### config.mk
export PLATFORM = sky130hd
export DESIGN_NAME = tcdm_burst_initiator
export DESIGN_NICKNAME = d
export VERILOG_FILES = /design/src/rtl/tcdm_burst_initiator.sv
export SDC_FILE = /design/constraint.sdc
export NUM_CORES = 1
export LEC_CHECK = 0
export BUFFER_PORTS_ARGS = -buffer_cell sky130_fd_sc_hd__buf_2
export CORE_MARGIN = 5
export CORE_UTILIZATION = 52
export CTS_CLUSTER_DIAMETER = 80
export DETAILED_ROUTE_END_ITERATION = 8
export PLACE_DENSITY = 0.8
export SYNTH_ARGS = -nofsm -noshare
export SYNTH_HDL_FRONTEND = slang
export SYNTH_SLANG_ARGS = --single-unit
export TNS_END_PERCENT = 100
### constraint.sdc
create_clock -name clk_i -period 2.8 [get_ports clk_i]
set_clock_uncertainty 0.05 [all_clocks]
set_input_delay 0.56 -clock clk_i [delete_from_list [all_inputs] [get_ports clk_i]]
set_output_delay 0.56 -clock clk_i [all_outputs]
set_load 0.05 [all_outputs]
### src/rtl/tcdm_burst_initiator.sv
// tcdm_burst_initiator
//   Initiator-side TCDM port engine. Accepts one burst command (base, length,
//   direction) and issues it as single-word TCDM requests. Read bursts are
//   issued only when a FIFO slot is reserved for the response. The response
//   arrives a fixed one cycle after grant and is returned on a valid/ready
//   stream. Write bursts take their data and byte enables from a valid/ready
//   stream.
//
// Optional feature macro: TCDM_BURST_INITIATOR_PERF_EN
//   Defined     : perf_stall_o counts cycles with tcdm_req_o & !tcdm_gnt_i.
//                 The counter saturates at 2^32-1 and clears on command
//                 acceptance.
//   Not defined : perf_stall_o is tied to 0.
//
// Ports
//   clk_i, rst_ni                      clock, asynchronous active-low reset
//   cmd_valid_i/cmd_ready_o            command handshake (ready only in IDLE)
//   cmd_addr_i, cmd_len_i, cmd_write_i byte base address, word count, 1=write
//   wdata_valid_i/wdata_ready_o        write stream handshake
//   wdata_i, wbe_i                     write data and byte enables
//   rdata_valid_o/rdata_ready_i        read stream handshake
//   rdata_o                            read data (FIFO head)
//   busy_o, done_o                     FSM not IDLE, 1-cycle completion pulse
//   tcdm_req_o, tcdm_add_o, tcdm_wen_o TCDM request, byte address, 1=read
//   tcdm_be_o, tcdm_data_o             TCDM byte enables, write data
//   tcdm_gnt_i, tcdm_r_data_i          TCDM grant, read data (1 cycle after grant)
//   perf_stall_o                       grant-stall cycle counter
module tcdm_burst_initiator #(
  parameter int unsigned AddrWidth = 32,
  parameter int unsigned DataWidth = 32,
  parameter int unsigned BeWidth   = DataWidth / 8,
  parameter int unsigned LenWidth  = 16,
  parameter int unsigned FifoDepth = 4
) (
  input  logic                 clk_i,
  input  logic                 rst_ni,
  input  logic                 cmd_valid_i,
  output logic                 cmd_ready_o,
  input  logic [AddrWidth-1:0] cmd_addr_i,
  input  logic [LenWidth-1:0]  cmd_len_i,
  input  logic                 cmd_write_i,
  input  logic                 wdata_valid_i,
  output logic                 wdata_ready_o,
  input  logic [DataWidth-1:0] wdata_i,
  input  logic [BeWidth-1:0]   wbe_i,
  output logic                 rdata_valid_o,
  input  logic                 rdata_ready_i,
  output logic [DataWidth-1:0] rdata_o,
  output logic                 busy_o,
  output logic                 done_o,
  output logic                 tcdm_req_o,
  output logic [AddrWidth-1:0] tcdm_add_o,
  output logic                 tcdm_wen_o,
  output logic [BeWidth-1:0]   tcdm_be_o,
  output logic [DataWidth-1:0] tcdm_data_o,
  input  logic                 tcdm_gnt_i,
  input  logic [DataWidth-1:0] tcdm_r_data_i,
  output logic [31:0]          perf_stall_o
);

  localparam int unsigned PtrW = $clog2(FifoDepth);
  localparam int unsigned CntW = PtrW + 1;
  localparam int unsigned CrdW = CntW + 1;

  typedef enum logic [1:0] {S_IDLE, S_RUN, S_DRAIN} state_e;

  state_e               r_state, w_state_nxt;
  logic [AddrWidth-1:0] r_addr;
  logic [LenWidth-1:0]  r_left;
  logic                 r_write;
  logic                 r_done;
  logic                 r_inflight;

  logic [DataWidth-1:0] r_mem [FifoDepth];
  logic [PtrW-1:0]      r_wptr, r_rptr;
  logic [CntW-1:0]      r_count;

  logic w_accept, w_credit, w_req, w_gnt_beat, w_last;
  logic w_push, w_pop, w_empty, w_drain_done;

  assign w_accept   = cmd_valid_i && (r_state == S_IDLE);
  assign w_empty    = (r_count == '0);
  // A read may only be issued when a FIFO slot is free for its response,
  // counting the response still on its way back.
  assign w_credit   = (CrdW'(r_count) + CrdW'(r_inflight)) < CrdW'(FifoDepth);
  assign w_gnt_beat = w_req && tcdm_gnt_i;
  assign w_last     = (r_left == LenWidth'(1));
  assign w_push     = r_inflight;
  assign w_pop      = !w_empty && rdata_ready_i;

  // Next-state and request generation; request never looks at the grant.
  always_comb begin
    w_state_nxt  = r_state;
    w_req        = 1'b0;
    w_drain_done = 1'b0;
    unique case (r_state)
      S_IDLE: begin
        if (w_accept && (cmd_len_i != '0)) w_state_nxt = S_RUN;
      end
      S_RUN: begin
        w_req = r_write ? wdata_valid_i : w_credit;
        if (w_req && tcdm_gnt_i && w_last) w_state_nxt = r_write ? S_IDLE : S_DRAIN;
      end
      S_DRAIN: begin
        w_drain_done = !r_inflight && w_empty;
        if (w_drain_done) w_state_nxt = S_IDLE;
      end
      default: w_state_nxt = S_IDLE;
    endcase
  end

  // Control state: command latch, beat counter, address walk, response tracking.
  always_ff @(posedge clk_i or negedge rst_ni) begin
    if (!rst_ni) begin
      r_state    <= S_IDLE;
      r_addr     <= '0;
      r_left     <= '0;
      r_write    <= 1'b0;
      r_done     <= 1'b0;
      r_inflight <= 1'b0;
    end else begin
      r_state    <= w_state_nxt;
      r_done     <= (w_accept && (cmd_len_i == '0)) || (w_gnt_beat && r_write && w_last);
      r_inflight <= w_gnt_beat && !r_write;
      if (w_accept) begin
        r_addr  <= cmd_addr_i & ~AddrWidth'(BeWidth - 1);
        r_left  <= cmd_len_i;
        r_write <= cmd_write_i;
      end else if (w_gnt_beat) begin
        r_addr <= r_addr + AddrWidth'(BeWidth);
        r_left <= r_left - LenWidth'(1);
      end
    end
  end

  // Read-response FIFO: pointers reset, storage does not.
  always_ff @(posedge clk_i) begin
    if (w_push) r_mem[r_wptr] <= tcdm_r_data_i;
  end

  always_ff @(posedge clk_i or negedge rst_ni) begin
    if (!rst_ni) begin
      r_wptr  <= '0;
      r_rptr  <= '0;
      r_count <= '0;
    end else begin
      if (w_push) r_wptr <= r_wptr + PtrW'(1);
      if (w_pop)  r_rptr <= r_rptr + PtrW'(1);
      unique case ({w_push, w_pop})
        2'b10:   r_count <= r_count + CntW'(1);
        2'b01:   r_count <= r_count - CntW'(1);
        default: r_count <= r_count;
      endcase
    end
  end

  fifo_no_overflow: assert property (@(posedge clk_i) disable iff (!rst_ni)
    !(w_push && !w_pop && (r_count == CntW'(FifoDepth))));

`ifdef TCDM_BURST_INITIATOR_PERF_EN
  logic [31:0] r_stall;
  always_ff @(posedge clk_i or negedge rst_ni) begin
    if (!rst_ni) begin
      r_stall <= '0;
    end else if (w_accept) begin
      r_stall <= '0;
    end else if (w_req && !tcdm_gnt_i && (r_stall != '1)) begin
      r_stall <= r_stall + 32'd1;
    end
  end
  assign perf_stall_o = r_stall;
`else
  assign perf_stall_o = '0;
`endif

  // Outputs are forced to zero whenever no request is pending.
  assign cmd_ready_o   = (r_state == S_IDLE);
  assign busy_o        = (r_state != S_IDLE);
  assign done_o        = r_done || w_drain_done;
  assign tcdm_req_o    = w_req;
  assign tcdm_add_o    = w_req ? r_addr : '0;
  assign tcdm_wen_o    = w_req && !r_write;
  assign tcdm_be_o     = !w_req ? '0 : (r_write ? wbe_i : '1);
  assign tcdm_data_o   = (w_req && r_write) ? wdata_i : '0;
  assign wdata_ready_o = w_gnt_beat && r_write;
  assign rdata_valid_o = !w_empty;
  assign rdata_o       = w_empty ? '0 : r_mem[r_rptr];

endmodule

# Yosys cells after proc, flatten, opt, wreduce, memory -nomap -nowiden
# Memory sizes are Yosys's and may differ from the RTL's.
# Index checks and enable logic that the tools add are counted.
# Widths: inputs -> output; s select.
[word_totals]
register_bits = 60
input_bits = 123
memories = 1
wordCells = 72
output_inout_bits = 139
mem_bits_rw = 128
[mem_list]
columns = ["name", "words", "width", "rd", "rd_clocked_by_memory_dff", "wr", "line", "rtl"]
rows = [
  ["r_mem", 4, 32, 1, 0, 1, "74", "logic [DataWidth-1:0] r_mem [FifoDepth];"],
]
[op_classes]
n_lt_le_gt_ge = 1
mux = 20
n_eq_ne = 8
add_sub_neg = 7
n_reduce_logical = 26
[op_table]
columns = ["op", "count"]
rows = [
  ["$mux 32", 5],
  ["$add 32x3->32 const B", 1],
  ["$mux 16", 2],
  ["$eq 16x1->1 const B", 1],
  ["$logic_not 16->1", 1],
  ["$reduce_bool 16->1", 1],
  ["$sub 16x1->16 const B", 1],
  ["$logic_and 1x1->1", 13],
  ["$mux 2", 4],
  ["$mux 4", 2],
  ["$pmux 2 s3", 1],
  ["$pmux 3 s2", 1],
  ["$reduce_bool 2->1", 3],
  ["$mux 1", 5],
  ["$add 2x1->2 const B", 2],
  ["$add 3x1->4", 1],
  ["$eq 2x1->1 const B", 2],
  ["$eq 2x2->1 const B", 2],
  ["$lt 4x3->1 const B", 1],
  ["$ne 2x2->1 const B", 2],
  ["$add 3x1->3 const B", 1],
  ["$logic_not 1->1", 3],
  ["$logic_not 3->1", 1],
  ["$reduce_and 3->1", 1],
  ["other kinds (4)", 5],
]

# Longest topological paths before layout
# Gate-level depths: netlist of the first run.
[depth]
word_depth = 8
ltp_mapped = 9
depth_no_buf = 9

# Worst setup path before layout of the first run
# No wires, ideal clock.
[synth_timing]
path_type = "reg-to-output"
startpoint = "register r_inflight"
endpoint = "output tcdm_be_o[3]"
path_stages_with_launch = 6
arrival_ns = 2.466
t_required_ns = 2.190
setup_slack_ns = -0.276
n_path_buf = 2
cell_sequence = "dfrtp_1 clkbuf_1 a311o_1 a21oi_1 buf_2 a21boi_0"
[synth_via]
elab_chain_len = 5
[synth_rtl]
columns = ["element", "line", "rtl"]
rows = [
  ["from (decl)", "72", "logic r_inflight;"],
  ["from (signal assigned)", "124", "r_inflight <= w_gnt_beat && !r_write;"],
  ["$add 3x1->4", "85", "assign w_credit = (CrdW'(r_count) + CrdW'(r_inflight)) < CrdW'(FifoDepth);"],
  ["$lt 4x3->1", "85", ""],
  ["$mux 1", "101", "w_req = r_write ? wdata_valid_i : w_credit;"],
  ["$mux 1", "96", "unique case (r_state)"],
  ["$mux 4", "183", "assign tcdm_be_o = !w_req ? '0 : (r_write ? wbe_i : '1);"],
  ["to (decl)", "54", "output logic [BeWidth-1:0] tcdm_be_o,"],
]
# No other way between the ends.

# Worst setup path in the final report of the first run
[layout_timing]
startpoint = "register r_rptr[0]"
endpoint = "output rdata_o[10]"
[layout_via]
elab_chain_len = 2
[layout_rtl]
columns = ["element", "line", "rtl"]
rows = [
  ["from (decl)", "75", "logic [PtrW-1:0] r_wptr, r_rptr;"],
  ["from (signal assigned)", "148", "if (w_pop) r_rptr <= r_rptr + PtrW'(1);"],
  ["$mem_v2 4x32", "n/a", ""],
  ["$mux 32", "187", "assign rdata_o = w_empty ? '0 : r_mem[r_rptr];"],
  ["to (decl)", "48", "output logic [DataWidth-1:0] rdata_o,"],
]
# No other way between the ends.

==> results.md, run 1 <==
- Core Box Area: 0.0166 mm^2
- # rows: 47
- Gr usage total: 0.210
- Sink Count: 186
- Post-Route WL: 21100 um
- Slew @ Worst Pin: 0.882 ns
- Crit path launch type: flop
- DR iter-0 viols: 344
- Fin crit period: 2.70 ns
- DRC: 0
- Final Net Count: 1054
- Max Slew Vio Count: 0
- Largest net degree at the start of global routing: 38
- Sw Ratio: 0.445
- LEAKAGE: 4.46 nW
- Worst rel slew slack: 0.412
- EDFF count, synth: 128
- GPL Wtd Cong: 0.873
- Reg2Reg Capture Point: r_state[0]$_DFFE_PN0P_
- Hpwl dp: 15100 um
- Share of cells above drive strength 1: 0.356
- Max Fclk: 370 MHz
- Period utilization: 0.965
- Pwr Total: 0.0118 W
- Via count: 6329
- P&R area growth vs syn: 23.6%
- Hold Crit Class: in2async
- Max clock buf depth: 2
- PD cells: 1080 mW/mm^2
- Hold_buf cts: 0
- R2R cell count: 5
- Crit path required time: 2.19 ns
- First-pass GRT wire length: 33000 um
- Dpl ws: 0.319 ns
- Crit path launch: r_rptr[0]$_DFFE_PN0N_
- Die area: 0.0198 mm^2
- CTS tree: yes
- Register area share after synthesis: 0.596
- Final setup vio count: 0
- Crit end category: output pin
- Switching power: 0.00526 W
- Root Buffer: clkbuf_16
- Internal power: 0.00655 W
- Reg power frac: 0.332
- Number of I/O port buffers: 225
- Worst VDD drop: 840 uV
- Most frequent cells in the layout: buf_2 (194), edfxtp_1 (128), and2_1 (97), nand2_1 (65), dfrtp_1 (57)
- Layout Utilization: 0.660
- Vias/cell: 5.47
- Clock Latency Late Sink: 0.42 ns
- Post-Syn Area: 0.00888 mm^2
- Post-DP Area: 0.0103 mm^2
- Clock-pin transition on the worst setup and hold timing paths: 0.08 ns
- Vias in the first global route: 6311
- Initial Utilization: 0.534
- Wire length per cell after detailed routing: 18.3 um
- Ys Warns: 0
- Max cap viols: 0
- Logic pwr share: 0.460
- Post-synth ARST share: 0.312
- Clock power frac: 0.207
- Status: finished clean
- Initial antenna violation count: 5
- Io pins: 262
- FF+latch count, synth: 186
- CP arrival: 2.09 ns
- Multi-input gate area: 0.00329 mm^2
- R2r setup slk: 0.35 ns
- RSZ-0062 raised after global routing: no
- # fillers: 1268
- GRT overflow: 0
- Syn avg cell area: 12.9 um^2
- Reg2reg start: r_left[9]$_DFFE_PN0P_
- Pre-antenna DRT Iters: 5
- Register Area: 0.00530 mm^2
- Final WS setup: 0.0988 ns
- CTS Buf Count: 17
- Final setup TNS: 0 ns
- Post-layout instance area: 0.0110 mm^2
- Setup crit end: rdata_o[10]
- CP Class: reg2out
- Final Hold Vio Count: 0
- Netlist cell types: 57
- H-tree depth: 4
- Die width: 141 um
- Most used DFF post-synth: edfxtp_1
- Synth Instances: 691
- Post-route ant nets: 0
- Commonest non-fill, non-tap cell in the layout: buf_2
- Crit-path max FO: 14
- Chip height: 141 um
[timing repair]
action | 4_1_cts | 5_1_grt
endpoints found under the setup margin | 44 | 37
cloned | 0 | 0
pin swaps | 0 | 2
resized for setup | 32 | 2
buffers inserted | 0 | 2
[worst max-delay path, cell delays in order, from the launching register on]
cell     delay, ns
dfrtp_2       0.52
buf_8         0.24
mux4_2        0.54
and2_1        0.17
buf_2         0.20
[cells by family after synthesis]
| family | Yosys count | synth area share |
|---|---|---|
| AND/OR/NAND/NOR | 263 | 0.162 |
| AO/OA/AOI/OAI | 96 | 0.0772 |
| multiplexers | 34 | 0.0834 |
| buffers and inverters | 85 | 0.0504 |
| XOR/XNOR | 17 | 0.0168 |
| other | 1 | 0.000422 |
| flip-flops | 186 | 0.596 |
| adder cells (fa/ha/maj) | 9 | 0.0135 |
[per-layer routing]
metal / wire (um) / global-route usage / vias to the layer above
met1: 8810 / 0.279 / 3050
met2: 10500 / 0.350 / 270
li1: - / - / 2971
met4: 283 / 0.0556 / 6
met5: 28 / 0 / -
met3: 1570 / 0.0498 / 32
[synthesized netlist by cell type (all sizes together) (2+ instances only)]
master,count,area (um^2)
a21o,6,45.0
o21ai,26,130
ha,8,100
and3,6,37.5
a41oi,2,17.5
mux2i,2,20.0
or3,5,32.5
and2,102,638
nor3,8,40.0
nand3,23,115
a32o,2,20.0
or4,4,37.5
a21oi,6,30.0
edfxtp,128,3840
a211o,2,17.5
buf,39,275
a32oi,2,17.5
mux4,32,721
nor4,9,56.3
xor2,11,96.3
nor2b,2,12.5
inv,15,56.3
nor2,17,63.8
a31oi,7,43.8
xnor2,6,52.6
clkbuf,31,116
nand4,13,81.3
nand2,65,244
dfrtp,58,1450
a21boi,2,15.0
o311ai,15,131
o211ai,17,128
[layout make-up]
cell class                      instances  area share
Antenna cell                            1    0.000228
Clock buffer                           17      0.0388
Clock inverter                         15      0.0171
Inverter                               15     0.00513
Multi-Input combinational cell        453       0.300
Sequential cell                       186       0.483
Tap cell                              220      0.0251
Timing Repair Buffer                  249       0.131
[through the flow]
step / cells / hold WS, ns
after floorplan: 724 / 0.214
after global placement: 1121 / 0.412
after detailed placement: 1121 / 0.413
after CTS: 1153 / 0.214
after global routing: 1156 / 0.247
final: 1156 / 0.197
[state kept, by name, indices dropped and copies added (netlist names)]
register and count:
r_mem 128, r_inflight 1, r_addr 30, r_write 1, r_count 3, r_rptr 2
r_state 2, r_done 1, r_left 16, r_wptr 2
[power by group through the flow]
stage          sequential, W  clock [W]  combinational, W
2_1_floorplan        0.00380          0           0.00421
3_3_place_gp         0.00396          0           0.00525
3_5_place_dp         0.00397          0           0.00533
4_1_cts              0.00392    0.00249           0.00547
5_1_grt              0.00400    0.00263           0.00578
6_report             0.00393    0.00245           0.00544
[worst min-delay path by stage]
stage                           from                     end  cells after the start
2_1_floorplan                 rst_ni  r_addr[10]$_DFFE_PN0P_                      0
3_3_place_gp   r_rptr[1]$_DFFE_PN0N_   r_rptr[1]$_DFFE_PN0N_                      1
3_5_place_dp   r_rptr[1]$_DFFE_PN0N_   r_rptr[1]$_DFFE_PN0N_                      1
4_1_cts                       rst_ni  r_addr[31]$_DFFE_PN0P_                      1
5_1_grt                       rst_ni  r_addr[24]$_DFFE_PN0P_                      1
6_report                      rst_ni  r_addr[31]$_DFFE_PN0P_                      1
Note: power is estimated with default switching activity, not from simulation.
==> inputs of run 2 (changes only) <==
--- a/config.mk
+++ b/config.mk
@@ -6,11 +6,13 @@
 export NUM_CORES = 1
 export LEC_CHECK = 0
 export BUFFER_PORTS_ARGS = -buffer_cell sky130_fd_sc_hd__buf_2
+export CELL_PAD_IN_SITES_DETAIL_PLACEMENT = 1
+export CELL_PAD_IN_SITES_GLOBAL_PLACEMENT = 1
 export CORE_MARGIN = 5
-export CORE_UTILIZATION = 52
+export CORE_UTILIZATION = 41
 export CTS_CLUSTER_DIAMETER = 80
 export DETAILED_ROUTE_END_ITERATION = 8
-export PLACE_DENSITY = 0.8
+export PLACE_DENSITY_LB_ADDON = 0.1
 export SYNTH_ARGS = -nofsm -noshare
 export SYNTH_HDL_FRONTEND = slang
 export SYNTH_SLANG_ARGS = --single-unit
==> run 2 against run 1 <==
- sequential share of layout area down 0.49 points
- die area rose by 25%
- clock power down 2%
- final area up 1.1%
- combinational power up 3%
- flip-flop and latch count stayed put
- final cell count up 4.9%
- critical path depth up 2
- first-iteration DRC count down 9.6%
==> results.md, run 2 (synthesis results as in run 1) <==
- First-pass GRT wire length: 37700 um (+14%)
- Max cap viols: 0 (unchanged)
- Hpwl dp: 17400 um (+15%)
- Chip height: 157 um (+12%)
- Switching power: 0.00536 W (+1.9%)
- P&R area growth vs syn: 24.9%
- CP Cell Sequence: a311o_2, a21oi_4, buf_12, buf_8, a21boi_2, buf_6
- Initial Utilization: 0.420 (-0.114)
- Period utilization: 0.980 (+0.0149)
- Max clock buf depth: 2 (unchanged)
- CTS Buf Count: 17 (unchanged)
- Wire length per cell after detailed routing: 20.2 um (+11%)
- GRT overflow: 0 (unchanged)
- H-tree depth: 4 (unchanged)
- Worst rel slew slack: 0.475 (+0.0632)
- Pre-antenna DRT Iters: 4 (-1)
- Io pins: 262 (unchanged)
- Reg power frac: 0.331 (about the same)
- Final Hold Vio Count: 0 (unchanged)
- Post-Route WL: 24500 um (+16%)
- Hold_buf cts: 0 (unchanged)
- Final Net Count: 1056 (+0.19%)
- Status: finished clean
- Max Slew Vio Count: 0 (unchanged)
- Slew @ Worst Pin: 0.788 ns (-0.0947 ns)
- Clock Latency Late Sink: 0.43 ns (about the same)
- Hold Crit Class: in2async
- Core Box Area: 0.0212 mm^2 (+27%)
- Fin crit period: 2.74 ns (+0.0417 ns)
- Via count: 6424 (+1.5%)
- Crit path required time: 2.19 ns (about the same)
- Sw Ratio: 0.448 (+0.00257)
- Die area: 0.0247 mm^2 (+25%)
- DRC: 0 (unchanged)
- PD cells: 1080 mW/mm^2 (+0.20%)
- Die width: 157 um (+12%)
- Final setup TNS: 0 ns (unchanged)
- CP Class: reg2out
- Largest register FFs: 128 (unchanged)
- Initial antenna violation count: 3 (-2)
- Number of I/O port buffers: 225 (unchanged)
- Final setup vio count: 0 (unchanged)
- Most frequent cells in the layout: buf_2 (194), edfxtp_1 (128), and2_1 (97), nand2_1 (65), dfrtp_1 (55)
- # rows: 53 (+13%)
- Vias/cell: 5.30 (-3.3%)
- Sink Count: 186 (unchanged)
- Max Fclk: 365 MHz (-1.5%)
- Crit-path max FO: 8 (-6)
- Clock-pin transition on the worst setup and hold timing paths: 0.08 ns (about the same)
- Root Buffer: clkbuf_16
- Commonest non-fill, non-tap cell in the layout: buf_2
- Buffers and inverters on the worst path: 3 (+1)
- Vias in the first global route: 6857 (+8.7%)
- Worst VDD drop: 524 uV (-38%)
- Largest reg by FF count: r_mem
- Largest net degree at the start of global routing: 59 (+55%)
- Internal power: 0.00661 W (+0.81%)
- Logic pwr share: 0.470 (+0.010)
- Slowest stage cell, crit path: dfrtp_2
- Clock power frac: 0.200 (-0.007)
- CP delay by family, top: compound AO/OA/AOI/OAI gates
- GPL Wtd Cong: 0.868 (-0.56%)
- Biggest regs: r_mem x128, r_addr x30, r_left x16
- Share of cells above drive strength 1: 0.360 (+0.00351)
- CP arrival: 2.13 ns (+0.04 ns)
- Crit end category: output pin
- Max incr delay on CP: 0.45 ns (-0.09 ns)
- Pwr Total: 0.0120 W (+1.3%)
- CTS tree: yes
- DR iter-0 viols: 311 (-9.6%)
- LEAKAGE: 4.47 nW (+0.21%)
- Post-route ant nets: 0 (unchanged)
- Crit path launch type: flop
- Gr usage total: 0.198 (-0.0121)
-- run 2: changes by cell type in the layout (fill, tap and decap cells not counted), moves of 2 or more --
cell	previous run	this run
buf_4	50	35
clkbuf_4	0	12
clkbuf_16	17	19
clkinv_1	0	2
dfrtp_1	57	55
dfrtp_2	1	3
inv_8	6	4
-- run 2: power by group through the flow --
stage	registers, W	logic, W	clock network (W)
2_1_floorplan	0.00380	0.00421	0
3_3_place_gp	0.00396	0.00530	0
3_5_place_dp	0.00400	0.00541	0
4_1_cts	0.00396	0.00550	0.00244
5_1_grt	0.00403	0.00600	0.00259
6_report	0.00396	0.00562	0.00239
-- run 2: worst paths after layout --
check / start / end / slack, ns / cells past startpoint
max in group asynchronous: rst_ni / r_write$_DFFE_PN0P_ / 1.89 / 2
min in group clk_i: cmd_addr_i[14] / r_addr[14]$_DFFE_PN0P_ / 0.28 / 3
max: r_write$_DFFE_PN0P_ / tcdm_be_o[3] / 0.06 / 6
max reg2reg: r_addr[11]$_DFFE_PN0P_ / r_addr[31]$_DFFE_PN0P_ / 0.33 / 5
min reg2reg: r_count[2]$_DFFE_PN0P_ / r_count[2]$_DFFE_PN0P_ / 0.48 / 1
min: rst_ni / r_addr[5]$_DFFE_PN0P_ / 0.22 / 2
-- run 2: area by class of cell --
class / instances / area [um^2]
clock buffer: 17 / 425
antenna: 1 / 2.50
inverter: 15 / 56.3
multi-input combinational: 453 / 3300
timing repair buffer: 251 / 1520
fill: 2273 / 10100
tap: 275 / 344
sequential: 186 / 5300
clock inverter: 15 / 158
-- run 2: worst register-to-register path, delay by kind of cell (launching register included) --
kind            cells  cell delay (ns)
compound gates      1             0.31
flops               1             0.45
simple gates        4             1.54
-- run 2: what timing repair did --
action,CTS,global route
setup endpoints to repair,35,34
buffers inserted,1,3
resized for setup,17,29
pin swaps,1,2
cloned,0,2
-- run 2: metal layers --
metal	wire, um	vias to the layer above	global-route usage
met5	20	-	0
met4	392	4	0.0586
met3	1170	35	0.0399
met2	13000	198	0.349
met1	9950	3213	0.246
li1	-	2974	-
-- run 2: metrics by stage --
stage	cells	hold WS, ns	setup slack, ns	area [um^2]	util
after floorplan	724	0.214	0.0503	9010	-
after global placement	1174	0.431	0.308	10300	0.487
after detailed placement	1174	0.437	0.202	10300	0.487
after CTS	1207	0.250	0.00377	10900	0.518
after global routing	1213	0.267	-0.00880	11100	0.525
final	1213	0.222	0.0571	11100	0.525
